<file path="config.mk">
export PLATFORM = sky130hd
export DESIGN_NAME = reg_file
export DESIGN_NICKNAME = d
export VERILOG_FILES = /design/src/rtl/reg_file.sv
export SDC_FILE = /design/constraint.sdc
export NUM_CORES = 2
export LEC_CHECK = 0
export BUFFER_PORTS_ARGS = -buffer_cell sky130_fd_sc_hd__buf_4
export CAP_MARGIN = 20
export CORE_MARGIN = 2
export CORE_UTILIZATION = 23
export CTS_BUF_LIST = sky130_fd_sc_hd__clkbuf_8
export CTS_CLUSTER_DIAMETER = 40
export CTS_CLUSTER_SIZE = 25
export DETAILED_ROUTE_END_ITERATION = 8
export HOLD_SLACK_MARGIN = 0.1
export PLACE_DENSITY_LB_ADDON = 0.3
export SYNTH_ARGS = -nofsm -noshare
export SYNTH_HDL_FRONTEND = slang
export SYNTH_SLANG_ARGS = --single-unit
</file>
<file path="constraint.sdc">
create_clock -name clk -period 3.2 [get_ports clk]
set_input_delay 0.48 -clock clk [delete_from_list [all_inputs] [get_ports clk]]
set_output_delay 0.48 -clock clk [all_outputs]
set_load 0.02 [all_outputs]
</file>
<file path="src/rtl/reg_file.sv">
// reg_file: RV32 integer register file, x0..x31, two combinational read
// ports with write-through bypass and one synchronous write port.
// x0 always reads as zero and ignores writes. rst_n clears storage
// asynchronously, blocks writes and forces both read ports to zero.
module reg_file #(
    parameter int DATA_WIDTH = 32,
    parameter int ADDR_WIDTH = 5
) (
    input  logic                  clk,
    input  logic                  rst_n,
    input  logic                  we,
    input  logic [ADDR_WIDTH-1:0] rs1_addr,
    input  logic [ADDR_WIDTH-1:0] rs2_addr,
    input  logic [ADDR_WIDTH-1:0] rd_addr,
    input  logic [DATA_WIDTH-1:0] rd_data,
    output logic [DATA_WIDTH-1:0] rs1_data,
    output logic [DATA_WIDTH-1:0] rs2_data
);

    localparam int NUM_REGS = 2 ** ADDR_WIDTH;

    // Storage. Entry 0 is reset to zero and never written, so it is constant.
    logic [DATA_WIDTH-1:0] regs_reg [NUM_REGS];

    // One-hot write select per register; bit 0 is permanently off.
    logic [NUM_REGS-1:0] wr_sel;

    // Write is live only outside reset and never for x0.
    logic wr_live;
    assign wr_live = rst_n && we && (rd_addr != '0);

    assign wr_sel[0] = 1'b0;

    generate
        for (genvar gi = 1; gi < NUM_REGS; gi++) begin : g_wr_sel
            assign wr_sel[gi] = wr_live && (rd_addr == ADDR_WIDTH'(gi));
        end
    endgenerate

    // Register array update: async clear, one-edge write latency.
    always_ff @(posedge clk or negedge rst_n) begin
        if (!rst_n) begin
            for (int i = 0; i < NUM_REGS; i++) begin
                regs_reg[i] <= '0;
            end
        end else begin
            for (int i = 1; i < NUM_REGS; i++) begin
                if (wr_sel[i]) begin
                    regs_reg[i] <= rd_data;
                end
            end
        end
    end

    // Read port 1: zero for x0 or in reset, bypass on a matching write.
    always_comb begin
        rs1_data = '0;
        if (rst_n && (rs1_addr != '0)) begin
            if (wr_live && (rd_addr == rs1_addr)) begin
                rs1_data = rd_data;
            end else begin
                rs1_data = regs_reg[rs1_addr];
            end
        end
    end

    // Read port 2: same rules as port 1, evaluated independently.
    always_comb begin
        rs2_data = '0;
        if (rst_n && (rs2_addr != '0)) begin
            if (wr_live && (rd_addr == rs2_addr)) begin
                rs2_data = rd_data;
            end else begin
                rs2_data = regs_reg[rs2_addr];
            end
        end
    end

endmodule

</file>
[Yosys cells after proc, flatten, opt, wreduce, memory -nomap -nowiden]
Cells that the tools add are included.
Word-level totals
  bits in registers: 992
  bits in latches: 0
  memory bits (writable): 0
  memory bits (read-only): 0
  bits of input ports: 50
  output and inout bits: 64
  logic and storage cells: 118
  memories: 0
Operators by class
  add/subtract/negate cells: 0
  $mul: 0
  div/mod/pow operators: 0
  $lt $le $gt $ge: 2
  equality and inequality tests: 33
  shifts and indexed selects: 0
  multiplexer cells: 10
  bitwise gates (word level): 2
  reductions and logical operators: 40
Operators by type and width (number)
  $bmux 32 s5: 2
  $mux 32: 8
  $eq 5x5->1 const B: 16
  $eq 5x4->1 const B: 8
  $logic_and 1x1->1: 37
  $eq 5x3->1 const B: 4
  $reduce_bool 5->1: 3
  $ge 6x6->1 const B: 2
  $not 5->6: 2
  $eq 5x2->1 const B: 2
  $eq 5x5->1: 2
  $eq 5x1->1 const B: 1

[Longest topological paths before layout]
  depth after elaboration: 6
  gate-level depth with buffers: 9

[Worst setup path before layout]
Ideal clock, no wire load.
  path type: in2out
  start point: input port rd_addr[0]
  end point: output port rs1_data[13]
  arrival time: 2.482 ns
  data required time: 2.720 ns
  setup slack: 0.238 ns
  stages: 5
  buffers on the path: 1
  path through: or4_4 -> o21bai_4 -> o311ai_2 -> buf_2 -> o311ai_0
Between the ends
  longest elaborated chain between the ends: 5
RTL lines
  from (decl): line 14  | input logic [ADDR_WIDTH-1:0] rd_addr,
  $reduce_bool 5->1: line 30  | assign wr_live = rst_n && we && (rd_addr != '0);
  $logic_and 1x1->1: line 30
  $logic_and 1x1->1 *: line 59  | if (wr_live && (rd_addr == rs1_addr)) begin
  $mux 32 *: line 59
  $mux 32 *: line 58  | if (rst_n && (rs1_addr != '0)) begin
  to (decl): line 16  | output logic [DATA_WIDTH-1:0] rs1_data,
Every way passes the cells marked *; elsewhere a longest branch is shown, timed or not.

[Final worst setup path]
  start point: register regs_reg[602] (netlist name)
  end point: output port rs1_data[26]
Between the ends
  longest elaborated chain between the ends: 5
RTL lines
  from (decl): line 23  | logic [DATA_WIDTH-1:0] regs_reg [NUM_REGS];
  from (signal, indexed assignment): line 49  | regs_reg[i] <= rd_data;
  $bmux 32 s5: line 62  | rs1_data = regs_reg[rs1_addr];
  $mux 32 (not written as such) (2 in a row): line 62
  $mux 32: line 59
  $mux 32: line 58
Every way passes these cells. The select of a mux whose other input is x is not followed.

==> out/metrics.cfg <==
[run_status]
status=finished with violations
violations=negative setup slack

[placement]
portBuffers=113
place_area_mm2=0.06114
dp_hpwl_um=133200
gp_congestion=0.8129

[sta]
rsz0062_at_grt=true
hold_violations=0
tightest_slew_ns=1.004
setup_violations=25
hold_ws_ns=0.2434
setup_tns_ns=-2.412
relSlewSlack=0.3305
fin_skew_ns=0
min_period_ns=3.480
fmax_mhz=287.4
maxSlewViolCount=0
fin_ws_ns=-0.2800
post-route-period-util=1.087

[clocking]
clkSinkCount=992
clock-root-buffer=clkbuf_8
worstSkewPairLatency_ns=0.95
clk_pin_slew_ns=0.08
htree_levels=4
cts_made_buffers=153
cts_tree=done
clockBufferDepth=3

[layout]
drive_gt1_frac=0.6236
syn_to_final_growth_pct=23.99
n_fill_cell=23673
finalNetCount=4064
post-route-cell-area_mm2=0.06662
largest_reg_flops=992

[grt]
grt_pass1_vias=38643
grt_pass1_wl_um=300300
grt.overflow.total=0
antenna_found_initial=15
grt_use_total=0.1753
grt_max_degree=150
use_met1=0.2427
use_met2=0.2754
grt.busiest_layer=met2
grt_use_met3=0.02994

[synthesis]
synth-seq-cells=992
synth_nets=3735
synth_edf_count=0
syn-instance-count=3685
syn_avg_cell_area_um2=14.58
ys_async_sr_fraction=1.000
synthFlopType=dfrtp_1
ys_warn_count=32
yosysUniqueCellTypes=57
yosysSeqAreaShare=0.4620
syn_area_mm2=0.05373

[floorplan]
die_area_mm2=0.2375
core_mm2=0.2325
placementRows=177
initial_utilization=0.2311
io_pins=114
die_h_um=487.3
die_x_um=487.3

[route]
wl_per_cell_um=29.26
totalWireLength_um=210400
final_antenna_net_count=0
drcViolationCount=0
num_vias=37045
drt_iter0_drc=3404
viasPerCell=5.152
dr.pass1.iters=5

[worst_setup_path]
startpoint_type=flip-flop
arrival_ns=3.00
cp_max_fo=3
crit_path_end_kind=output pin
critPathKind=reg -> out
worst_ep_required_time_ns=2.72

[job]
cap_violations=0

[pwr]
cellPowerDensity_mw_per_mm2=521.1
max-vdd-ir-drop_mv=0.3477
p_leak_nw=28.71

[hold_path]
hold_class=in -> reg

[worst paths after layout]
path	startpoint	to	slack, ns	cells after the start
setup / recovery	regs_reg[602]	rs1_data[26]	-0.28	5
hold / removal	rd_data[27]	regs_reg[571]	0.24	3
setup reg to reg	regs_reg[604]	regs_reg[604]	2.19	3
hold reg to reg	regs_reg[164]	regs_reg[164]	0.52	1
max in group asynchronous	rst_n	regs_reg[944]	0.48	5
min in group asynchronous	rst_n	regs_reg[938]	0.28	2
[kinds of logic after synthesis]
logic type	after synthesis	share of synthesized area
multiplexers	1608	0.4252
flip-flops	992	0.4620
buffers and inverters	405	0.03533
AO/OA/AOI/OAI	364	0.05034
AND/OR/NAND/NOR	306	0.02555
XOR/XNOR	10	0.001630
[routing by layer]
metal,share of wire,wire length (um)
met1,0.44,93520
met2,0.46,97660
met3,0.058,12160
met4,0.033,7013
met5,0.00035,74
[where the power goes]
part	internal, mW	switching, mW
Clock	6.02	6.23
Sequential	14.2	1.23
Combinational	3.95	3.07
Total	24.2	10.5
[synth_stat cells, drive strengths merged (27+ instances only)]
cell type  count  area [um^2]
o211ai        43        322.8
o22ai         79        494.2
a21oi         31        155.2
a22oi         27        202.7
clkbuf       163        611.8
o21ai         29        145.1
a221oi        57        499.2
mux2i         48        480.5
buf          238         1271
nand2        147        551.8
mux4         426         9594
dfrtp        992        24820
nor3          51        260.3
mux2        1134        12770
nor2          39        148.9
[per-stage QoR]
stage / setup WS, ns / util / std cells / power, mW
2_1_floorplan: 0.2378 / - / 3685 / 19.59
3_3_place_gp: -0.6896 / 0.2629 / 6834 / 21.96
3_5_place_dp: -0.5300 / 0.2629 / 6836 / 22.12
4_1_cts: -0.3076 / 0.2851 / 7186 / 34.91
5_1_grt: -0.2899 / 0.2865 / 7190 / 36.21
6_report: -0.2800 / 0.2865 / 7191 / 34.72
[critical path, cell delays in order, from the launching register on]
cell and delay, ns:
dfrtp_1 0.40, mux4_2 0.47, mux2_4 0.29, o211ai_1 0.40, o211ai_1 0.26, buf_4 0.22
[area by class of cell]
class,count,area [um^2],share of cell area
diodes,4,10.01,0.0001502
clock buffers,175,2409,0.03615
clock inverters,110,1017,0.01527
inverters,4,17.52,0.0002629
multi-input cells,2288,28550,0.4285
flip-flops and latches,992,24820,0.3726
well taps,3043,3807,0.05715
repair buffers,575,5987,0.08986
[cell usage in the layout, fill, tap and decap left out, types with 11 or more instances in the layout]
cell and instances:
mux2_4 31, inv_1 14, a21oi_1 19, a211oi_2 13
a211o_1 13, a22oi_1 25, nor3_1 27, o22ai_2 11
buf_6 51, o21ai_0 14, nor2b_1 13, inv_6 23
clkinvlp_4 20, nor2_4 22, clkbuf_8 175, clkinv_4 11
a221oi_2 26, buf_12 102, buf_4 380, mux2_2 1099
a221o_1 11, o211ai_1 43, clkinv_2 26, o22ai_1 68
dfrtp_1 992, mux4_2 426, mux2i_1 41, dlygate4sd3_1 32
nand3_1 18, nand2_1 142, a221oi_1 26, nor3_2 19
[timing repair]
action,in CTS,in global routing
resized for setup,255,53
pin swaps,108,37
buffers inserted,61,3
endpoints found under the setup margin,61,54
cloned,0,1
hold endpoints to repair,990,0
hold buffers,32,0
(Power assumes the default switching activity.)
